File: config.mk
export PLATFORM = sky130hd
export DESIGN_NAME = wb_stream_mailbox
export DESIGN_NICKNAME = d
export VERILOG_FILES = /design/src/rtl/wb_stream_mailbox.sv
export SDC_FILE = /design/constraint.sdc
export NUM_CORES = 1
export LEC_CHECK = 0
export CAP_MARGIN = 20
export CORE_ASPECT_RATIO = 1.25
export CORE_MARGIN = 2
export CORE_UTILIZATION = 60
export CTS_CLUSTER_SIZE = 8
export DETAILED_ROUTE_END_ITERATION = 10
export PLACE_DENSITY_LB_ADDON = 0.12
export SLEW_MARGIN = 10
export SYNTH_ARGS = -nofsm -noshare
export SYNTH_HDL_FRONTEND = slang
export SYNTH_SLANG_ARGS = --single-unit
File: constraint.sdc
create_clock -name clk_i -period 9.4 [get_ports clk_i]
set_input_delay 1.88 -clock clk_i [delete_from_list [all_inputs] [get_ports clk_i]]
set_output_delay 1.88 -clock clk_i [all_outputs]
set_load 0.005 [all_outputs]
File: src/rtl/wb_stream_mailbox.sv
// wb_stream_mailbox
//   Wishbone classic slave that bridges the bus to a pair of byte streams.
//   Bus writes to DATA are pushed into a TX FIFO, which drains to tx_*.
//   Words arriving on rx_* fill an RX FIFO, which bus reads of DATA pop.
//   The STATUS, CTRL and RX_LEVEL registers give software its flow control.
//
// Register map (offset from BASE):
//   0 DATA     W: push TX (rty when full)     R: pop RX (rty when empty)
//   1 STATUS   R: {rx_ovf, rx_full, rx_empty, tx_full, tx_empty}
//   2 CTRL     W: bit0 flush TX, bit1 flush RX, bit2 clear rx_ovf
//   3 RX_LEVEL R: RX occupancy
//
// Ports:
//   clk_i, rst_i                     clock, async active-low reset
//   adr_i, dat_i, we_i, stb_i,
//   sel_i, cyc_i                     Wishbone request
//   dat_o, ack_o, err_o, rty_o       registered Wishbone response
//   tx_valid_o, tx_data_o,
//   tx_ready_i                       outbound stream (show-ahead head)
//   rx_valid_i, rx_data_i,
//   rx_ready_o                       inbound stream
module wb_stream_mailbox #(
   parameter int unsigned       DWIDTH = 8,
   parameter int unsigned       AWIDTH = 16,
   parameter logic [AWIDTH-1:0] BASE   = '0,
   parameter int unsigned       DEPTH  = 16
) (
   input  logic                clk_i,
   input  logic                rst_i,
   input  logic [AWIDTH-1:0]   adr_i,
   input  logic [DWIDTH-1:0]   dat_i,
   input  logic                we_i,
   input  logic                stb_i,
   input  logic [DWIDTH/8-1:0] sel_i,
   input  logic                cyc_i,
   output logic [DWIDTH-1:0]   dat_o,
   output logic                ack_o,
   output logic                err_o,
   output logic                rty_o,
   output logic                tx_valid_o,
   output logic [DWIDTH-1:0]   tx_data_o,
   input  logic                tx_ready_i,
   input  logic                rx_valid_i,
   input  logic [DWIDTH-1:0]   rx_data_i,
   output logic                rx_ready_o
);

   localparam int unsigned   PW       = $clog2(DEPTH);
   localparam int unsigned   CW       = $clog2(DEPTH) + 1;
   localparam logic [CW-1:0] FULL_CNT = CW'(DEPTH);

   localparam logic [AWIDTH-1:0] OFF_DATA   = AWIDTH'(0);
   localparam logic [AWIDTH-1:0] OFF_STATUS = AWIDTH'(1);
   localparam logic [AWIDTH-1:0] OFF_CTRL   = AWIDTH'(2);
   localparam logic [AWIDTH-1:0] OFF_LEVEL  = AWIDTH'(3);

   // Response registers
   logic              ack_q, ack_d;
   logic              err_q, err_d;
   logic              rty_q, rty_d;
   logic [DWIDTH-1:0] dat_q, dat_d;

   // FIFO storage and bookkeeping
   logic [DWIDTH-1:0] tx_mem [DEPTH];
   logic [DWIDTH-1:0] rx_mem [DEPTH];
   logic [PW-1:0]     tx_wr_q, tx_wr_d, tx_rd_q, tx_rd_d;
   logic [PW-1:0]     rx_wr_q, rx_wr_d, rx_rd_q, rx_rd_d;
   logic [CW-1:0]     tx_cnt_q, tx_cnt_d, rx_cnt_q, rx_cnt_d;
   logic              rx_ovf_q, rx_ovf_d;

   logic              tx_full, tx_empty, rx_full, rx_empty;
   logic              req;
   logic [AWIDTH-1:0] off;
   logic              tx_push, tx_pop, rx_push, rx_pop;
   logic              tx_flush, rx_flush, ovf_clr;

   assign tx_full  = (tx_cnt_q == FULL_CNT);
   assign tx_empty = (tx_cnt_q == '0);
   assign rx_full  = (rx_cnt_q == FULL_CNT);
   assign rx_empty = (rx_cnt_q == '0);

   // A response in flight blocks sampling, so a held strobe yields one response.
   assign req = cyc_i & stb_i & ~(ack_q | err_q | rty_q);
   assign off = adr_i - BASE;

   assign tx_pop  = ~tx_empty & tx_ready_i;
   assign rx_push = rx_valid_i & ~rx_full;

   always_comb begin
      ack_d    = 1'b0;
      err_d    = 1'b0;
      rty_d    = 1'b0;
      dat_d    = '0;
      tx_push  = 1'b0;
      rx_pop   = 1'b0;
      tx_flush = 1'b0;
      rx_flush = 1'b0;
      ovf_clr  = 1'b0;
      if (req) begin
         case (off)
            OFF_DATA: begin
               if (we_i) begin
                  // Full is judged on registered state: a stream pop this
                  // same cycle does not make room for the bus write.
                  if (!sel_i[0]) begin
                     ack_d = 1'b1;
                  end else if (tx_full) begin
                     rty_d = 1'b1;
                  end else begin
                     tx_push = 1'b1;
                     ack_d   = 1'b1;
                  end
               end else if (rx_empty) begin
                  rty_d = 1'b1;
               end else begin
                  dat_d  = rx_mem[rx_rd_q];
                  rx_pop = 1'b1;
                  ack_d  = 1'b1;
               end
            end
            OFF_STATUS: begin
               if (we_i) begin
                  err_d = 1'b1;
               end else begin
                  dat_d = DWIDTH'({rx_ovf_q, rx_full, rx_empty, tx_full, tx_empty});
                  ack_d = 1'b1;
               end
            end
            OFF_CTRL: begin
               if (we_i) begin
                  tx_flush = dat_i[0];
                  rx_flush = dat_i[1];
                  ovf_clr  = dat_i[2];
               end
               ack_d = 1'b1;
            end
            OFF_LEVEL: begin
               if (we_i) begin
                  err_d = 1'b1;
               end else begin
                  dat_d = DWIDTH'(rx_cnt_q);
                  ack_d = 1'b1;
               end
            end
            default: err_d = 1'b1;
         endcase
      end

      // Flush discards everything, including a word handshaked this cycle.
      if (tx_flush) begin
         tx_wr_d  = '0;
         tx_rd_d  = '0;
         tx_cnt_d = '0;
      end else begin
         tx_wr_d  = tx_wr_q + PW'(tx_push);
         tx_rd_d  = tx_rd_q + PW'(tx_pop);
         tx_cnt_d = tx_cnt_q + CW'(tx_push) - CW'(tx_pop);
      end

      if (rx_flush) begin
         rx_wr_d  = '0;
         rx_rd_d  = '0;
         rx_cnt_d = '0;
      end else begin
         rx_wr_d  = rx_wr_q + PW'(rx_push);
         rx_rd_d  = rx_rd_q + PW'(rx_pop);
         rx_cnt_d = rx_cnt_q + CW'(rx_push) - CW'(rx_pop);
      end

      // An explicit clear takes priority over a same-cycle overflow.
      rx_ovf_d = (rx_ovf_q | (rx_valid_i & rx_full)) & ~ovf_clr;
   end

   always_ff @(posedge clk_i or negedge rst_i) begin
      if (!rst_i) begin
         ack_q    <= 1'b0;
         err_q    <= 1'b0;
         rty_q    <= 1'b0;
         dat_q    <= '0;
         tx_wr_q  <= '0;
         tx_rd_q  <= '0;
         tx_cnt_q <= '0;
         rx_wr_q  <= '0;
         rx_rd_q  <= '0;
         rx_cnt_q <= '0;
         rx_ovf_q <= 1'b0;
      end else begin
         ack_q    <= ack_d;
         err_q    <= err_d;
         rty_q    <= rty_d;
         dat_q    <= dat_d;
         tx_wr_q  <= tx_wr_d;
         tx_rd_q  <= tx_rd_d;
         tx_cnt_q <= tx_cnt_d;
         rx_wr_q  <= rx_wr_d;
         rx_rd_q  <= rx_rd_d;
         rx_cnt_q <= rx_cnt_d;
         rx_ovf_q <= rx_ovf_d;
      end
   end

   // Storage needs no reset: clearing the pointers is what empties a FIFO.
   always_ff @(posedge clk_i) begin
      if (tx_push) tx_mem[tx_wr_q] <= dat_i;
      if (rx_push) rx_mem[rx_wr_q] <= rx_data_i;
   end

   assign dat_o      = dat_q;
   assign ack_o      = ack_q;
   assign err_o      = err_q;
   assign rty_o      = rty_q;
   assign tx_valid_o = ~tx_empty;
   // Gated so the head reads 0 whenever the FIFO is empty, including in reset.
   assign tx_data_o  = tx_empty ? '0 : tx_mem[tx_rd_q];
   assign rx_ready_o = ~rx_full;

endmodule
**After elaboration in Yosys (flattened, before gate mapping)**

Memory sizes are Yosys's and may differ from the RTL's.
Cells that the tools add are included.

- Input bits: 40
- Flip-flop bits (word level): 38
- Bits in writable memories: 256
- Memories: 2
- Logic and storage cells: 93

- Bitwise logic cells: 13
- Add/subtract/negate cells: 8
- Reduce and logical (&&, ||, !) cells: 5
- Equality and inequality tests: 5
- Muxes and demuxes: 49

Memories:

| memory | words | bits a word | rd ports | clocked after memory_dff | wr ports | line | source |
|---|---|---|---|---|---|---|---|
| rx_mem | 16 | 8 | 1 | 0 | 1 | 65 | `logic [DWIDTH-1:0] rx_mem [DEPTH];` |
| tx_mem | 16 | 8 | 1 | 0 | 1 | 64 | `logic [DWIDTH-1:0] tx_mem [DEPTH];` |

Operator list:

| kind | number |
|---|---|
| $mux W1 | 34 |
| $eq A16 B2 Y1 const B | 2 |
| $mux W8 | 4 |
| $pmux W8 S3 | 1 |
| $mux W5 | 4 |
| $add A4 B1 Y4 | 4 |
| $eq A16 B1 Y1 const B | 1 |
| $logic_not A16 Y1 | 1 |
| $mux W4 | 4 |
| $add A5 B1 Y5 | 2 |
| $eq A5 B5 Y1 const B | 2 |
| $logic_not A5 Y1 | 2 |
| $sub A5 B1 Y5 | 2 |
| $and A1 B1 Y1 | 6 |
| $not A1 Y1 | 4 |
| $reduce_or A2 Y1 | 2 |
| $or A1 B1 Y1 | 3 |
| $pmux W1 S3 | 1 |
| $pmux W1 S2 | 1 |

**Longest topological paths before layout**

- Depth after elaboration: 9
- Mapped depth: 16
- Depth with buffers taken out: 15

**Least setup slack after synthesis**

OpenSTA, ideal clock, no wires.

- Kind: input port to flip-flop
- From: in cyc_i
- To: reg tx_cnt_q[4]
- Setup slack: 4736 ps
- Stages: 16
- Data arrival time: 4587 ps
- Library setup time: 77 ps
- Buffers on the path: 2
- Required time: 9323 ps
- Path through: nand2_1 or4_4 buf_6 nor4b_4 nand4_4 buf_6 ha_1 inv_1 ha_1 inv_1 fa_1 inv_1 a21oi_1 nor2_1 or3_1 a21oi_1

- Longest elaborated chain between the ends: 6
- Elaborated cells on any way between the ends: 7
- Classes of those cells: add/sub: 2; mux: 3; bitwise: 2

Ends and longest elaborated chain:

| what | line | source |
|---|---|---|
| start: declaration | 35 | `input logic cyc_i,` |
| $and A1 B1 Y1 * (2 in a row) | 83 | `assign req = cyc_i & stb_i & ~(ack_q \| err_q \| rty_q);` |
| $mux W1 | 99 | `if (req) begin` |
| $add A5 B1 Y5 | 157 | `tx_cnt_d = tx_cnt_q + CW'(tx_push) - CW'(tx_pop);` |
| $sub A5 B1 Y5 | 157 |  |
| $mux W5 * | 150 | `if (tx_flush) begin` |
| named net tx_cnt_d[4] | 68 | `logic [CW-1:0] tx_cnt_q, tx_cnt_d, rx_cnt_q, rx_cnt_d;` |
| end signal: assignment | 194 | `tx_cnt_q <= tx_cnt_d;` |
| end: declaration | 68 |  |

Mark *: on every way through the listed nets, which the timed path passes. The rest lies on a longest branch.

**Worst setup path in the final report**

- From: reg tx_rd_q[0]
- To: out tx_data_o[1]

- Longest elaborated chain between the ends: 2

Ends and longest elaborated chain:

| what | line | source |
|---|---|---|
| start: declaration | 66 | `logic [PW-1:0] tx_wr_q, tx_wr_d, tx_rd_q, tx_rd_d;` |
| start signal: assignment | 193 | `tx_rd_q <= tx_rd_d;` |
| $mem_v2 Z16 W8 | - |  |
| $mux W8 | 214 | `assign tx_data_o = tx_empty ? '0 : tx_mem[tx_rd_q];` |
| end: declaration | 41 | `output logic [DWIDTH-1:0] tx_data_o,` |

No other way between the ends.

==> results.txt <==
Status -> finished, final reports clean
Wire length of the first global-routing pass -> 37.0 mm
Adder-cell share of the synthesized area -> 2.41%
Met3 Use GR -> 4.37%
Grt ovf -> 0
Vias per inst -> 5.91
Met2 Use GR -> 42.5%
GRT Total Usage -> 23.7%
Cell variety after synth -> 43
Top cells by area, synth -> edfxtp_1 64%, mux4_2 14%, dfrtp_1 7.9%
Share of the yosys chip area belonging to registers -> 71.6%
CP Data Required Time -> 7520 ps
Design area -> 14,200 um^2
Setup crit start kind -> flop
Yosys reg bits -> 294
Final hold viol count -> 0
Placer Congestion -> 0.795
Share of the synthesized area in the top cell type -> 63.7%
IR drop worst, VDD -> 201 uV
Syn. warnings -> 0
DIE WIDTH -> 131 um
Most frequently used flop master after synthesis -> edfxtp_1
I/O pin count -> 61
Core ar. -> 20,000 um^2
Post-CTS sizing -> 0
TNS Setup -> 0 ps
PortBufs -> 60
Crit path kind -> flop to output pin
Hold Slack -> 565 ps
DR vias -> 5,994
Final total power -> 3.67 mW
Syn nets -> 695
DR WL/cell -> 23.5 um
Max Cap Viol -> 0
# hold bufs at CTS -> 0
Clock Tree Root -> clkbuf_16
WL final -> 23.9 mm
EDFF count, synth -> 256
Slew at the pin closest to its max-slew limit -> 1060 ps
Post-synthesis mux area share -> 14.6%
Largest family of logic cells by synthesized area -> multiplexers
DR pass1 iterations -> 5
Die height -> 163 um
Post-CTS setup buffers -> 0
Initial antenna violation count -> 1
Slew Viols, Final -> 0
Hold WC Path Type -> flop to flop
Clock transition at path regs -> 50 ps
Fill cell count -> 1,224
Reported leakage power -> 4.79 nW
H-tree depth -> 2
CTS buffer count -> 42
Share of post-route cells with drive strength above 1 -> 22.2%
FF/Latch Area -> 8640 um^2
Global route hottest layer -> met2
Final worst path period share -> 53.2%
Final #Nets -> 790
CP Max Fanout -> 33
Largest net degree at the start of global routing -> 39
M1 GR Usage -> 28.2%
PwrDens -> 258 nW/um^2
Multi-input gate area -> 3240 um^2
Worst Clk Skew -> 12.1 ps
Leading area contributor after synthesis -> edfxtp_1
Placed cell area -> 13,000 um^2
Drt drc -> 0
Worst-path cell chain -> buf_4 > mux4_2 > mux4_2 > and2_1 > clkdlybuf4s50_1
Initial Util -> 60.5%
# rows -> 58
Mapped Area -> 12,100 um^2
Max frequency -> 200 MHz
ANT nets after route -> 0
Top cells by count, synth -> 256 x edfxtp_1, 75 x mux4_2, 39 x nor2_1
Clock buffer depth -> 3
Critical path capture point type -> output pin
XOR/XNOR Fraction of Synth Area -> 1.09%
Cell with the most instances after synthesis -> edfxtp_1
Skew-Pair Late Insertion Delay -> 520 ps
P&R area growth vs syn -> 17.8%
Full die area -> 21,300 um^2
Period minus WS final -> 5000 ps
Relative slew slack -> 29.3%
Vias in the first global route -> 6,562
Worst path max stage delay -> 630 ps
Compound-Gate Fraction of Synth Area -> 1.49%
Mapped Cells -> 633
RSZ-0062 raised after global routing -> false
Final setup fails -> 0
First DRT Iteration DRCs -> 417
Clock sinks -> 294
CTS tree -> done
HPWL after detailed placement -> 16.0 mm
Synth Area in Simple Gates -> 6.99%
Worst Path Arrival -> 3120 ps
Reg2reg setup slack -> 5920 ps
Async set or reset register ratio after synthesis -> 12.9%
Post-synthesis average cell area -> 19.1 um^2
Slowest-stage cell, CP -> mux4_2
Cell seen most often among critical-path stages -> mux4_2
power by group:
group	switching (mW)	internal (mW)	leakage, nW	total, mW
registers	0.107	1.53	2.78	1.64
logic	0.306	0.403	1.44	0.709
clock network	0.506	0.824	0.562	1.33
cell type report:
class / count / share of cell area, %
antenna: 1 / 0.0176
sequential: 294 / 60.8
inverter: 21 / 0.555
clock inverter: 3 / 0.255
tap: 270 / 2.38
clock buffer: 57 / 7.94
multi-input combinational: 288 / 22.8
timing repair buffer: 81 / 5.30
registers in the layout, summed over array words and instances, names as in the netlist:
| name | count |
|---|---|
| tx_cnt_q | 5 |
| rx_mem | 128 |
| rx_cnt_q | 5 |
| rty_o | 1 |
| dat_o | 8 |
| tx_mem | 128 |
| ack_o | 1 |
| err_o | 1 |
| rx_rd_q | 4 |
| rx_wr_q | 4 |
| tx_wr_q | 4 |
| tx_rd_q | 4 |
| rx_ovf_q | 1 |
critical path: cells and delay by family (launching register included):
family                 cells  cell delay [ps]
buffers and inverters      2              950
and+or+nand+nor            1              180
muxes                      2             1110
DFF                        1              330
layout by cell type, fill, tap and decap left out, types with 5 or more instances in the layout:
master             n
xnor2_1            9
nor2_1            39
ha_1              20
mux2i_1            7
nor4b_2            5
xor2_1             6
inv_1             21
clkdlybuf4s50_1   59
or2_2              5
and2_1            11
nand3_1            5
nor3_1             9
edfxtp_1         256
dfrtp_1           35
nand2_1           11
clkbuf_16         43
o22a_1             5
mux4_2            75
nor2b_1           18
buf_4             20
clkbuf_1          14
nor4_1             6
a21oi_1           21
worst paths after layout:
check | startpoint | end | cells after the start
worst min-delay path | rx_ovf_q | rx_ovf_q | 2
min in group asynchronous | rst_i | tx_cnt_q[1] | 1
max in group asynchronous | rst_i | rx_rd_q[0] | 1
worst max-delay path | tx_rd_q[0] | tx_data_o[1] | 5
worst min register to register | rx_ovf_q | rx_ovf_q | 2
worst max register to register | err_o | tx_cnt_q[4] | 13
cell families (layout without fill, tap and decap cells):
group,after synthesis,count (layout)
adders and majority gates,22,22
and+or+nand+nor,138,138
buffers and inverters,51,162
muxes,82,82
DFF,294,294
xor gates and xnor gates,15,15
other,0,1
AOI/OAI and AO/OA,31,31
metal layers:
| layer | vias up | part of all wire (%) | routed length, um |
|---|---|---|---|
| met2 | 145 | 55 | 13200 |
| li1 | 2702 | - | - |
| met5 | - | 0 | 0 |
| met1 | 3091 | 37 | 8900 |
| met3 | 56 | 3.6 | 868 |
| met4 | 0 | 3.9 | 920 |
through the flow:
| step | setup slack [ps] | utilization, % | instances |
|---|---|---|---|
| CTS | 4330 | 71.1 | 1012 |
| floorplan | 4740 | - | 633 |
| global placement | 4070 | 65.3 | 952 |
| global route | 4250 | 71.2 | 1014 |
| finish | 4400 | 71.2 | 1015 |
| detailed placement | 4000 | 65.3 | 952 |
Power figures use the tool's default switching activity.
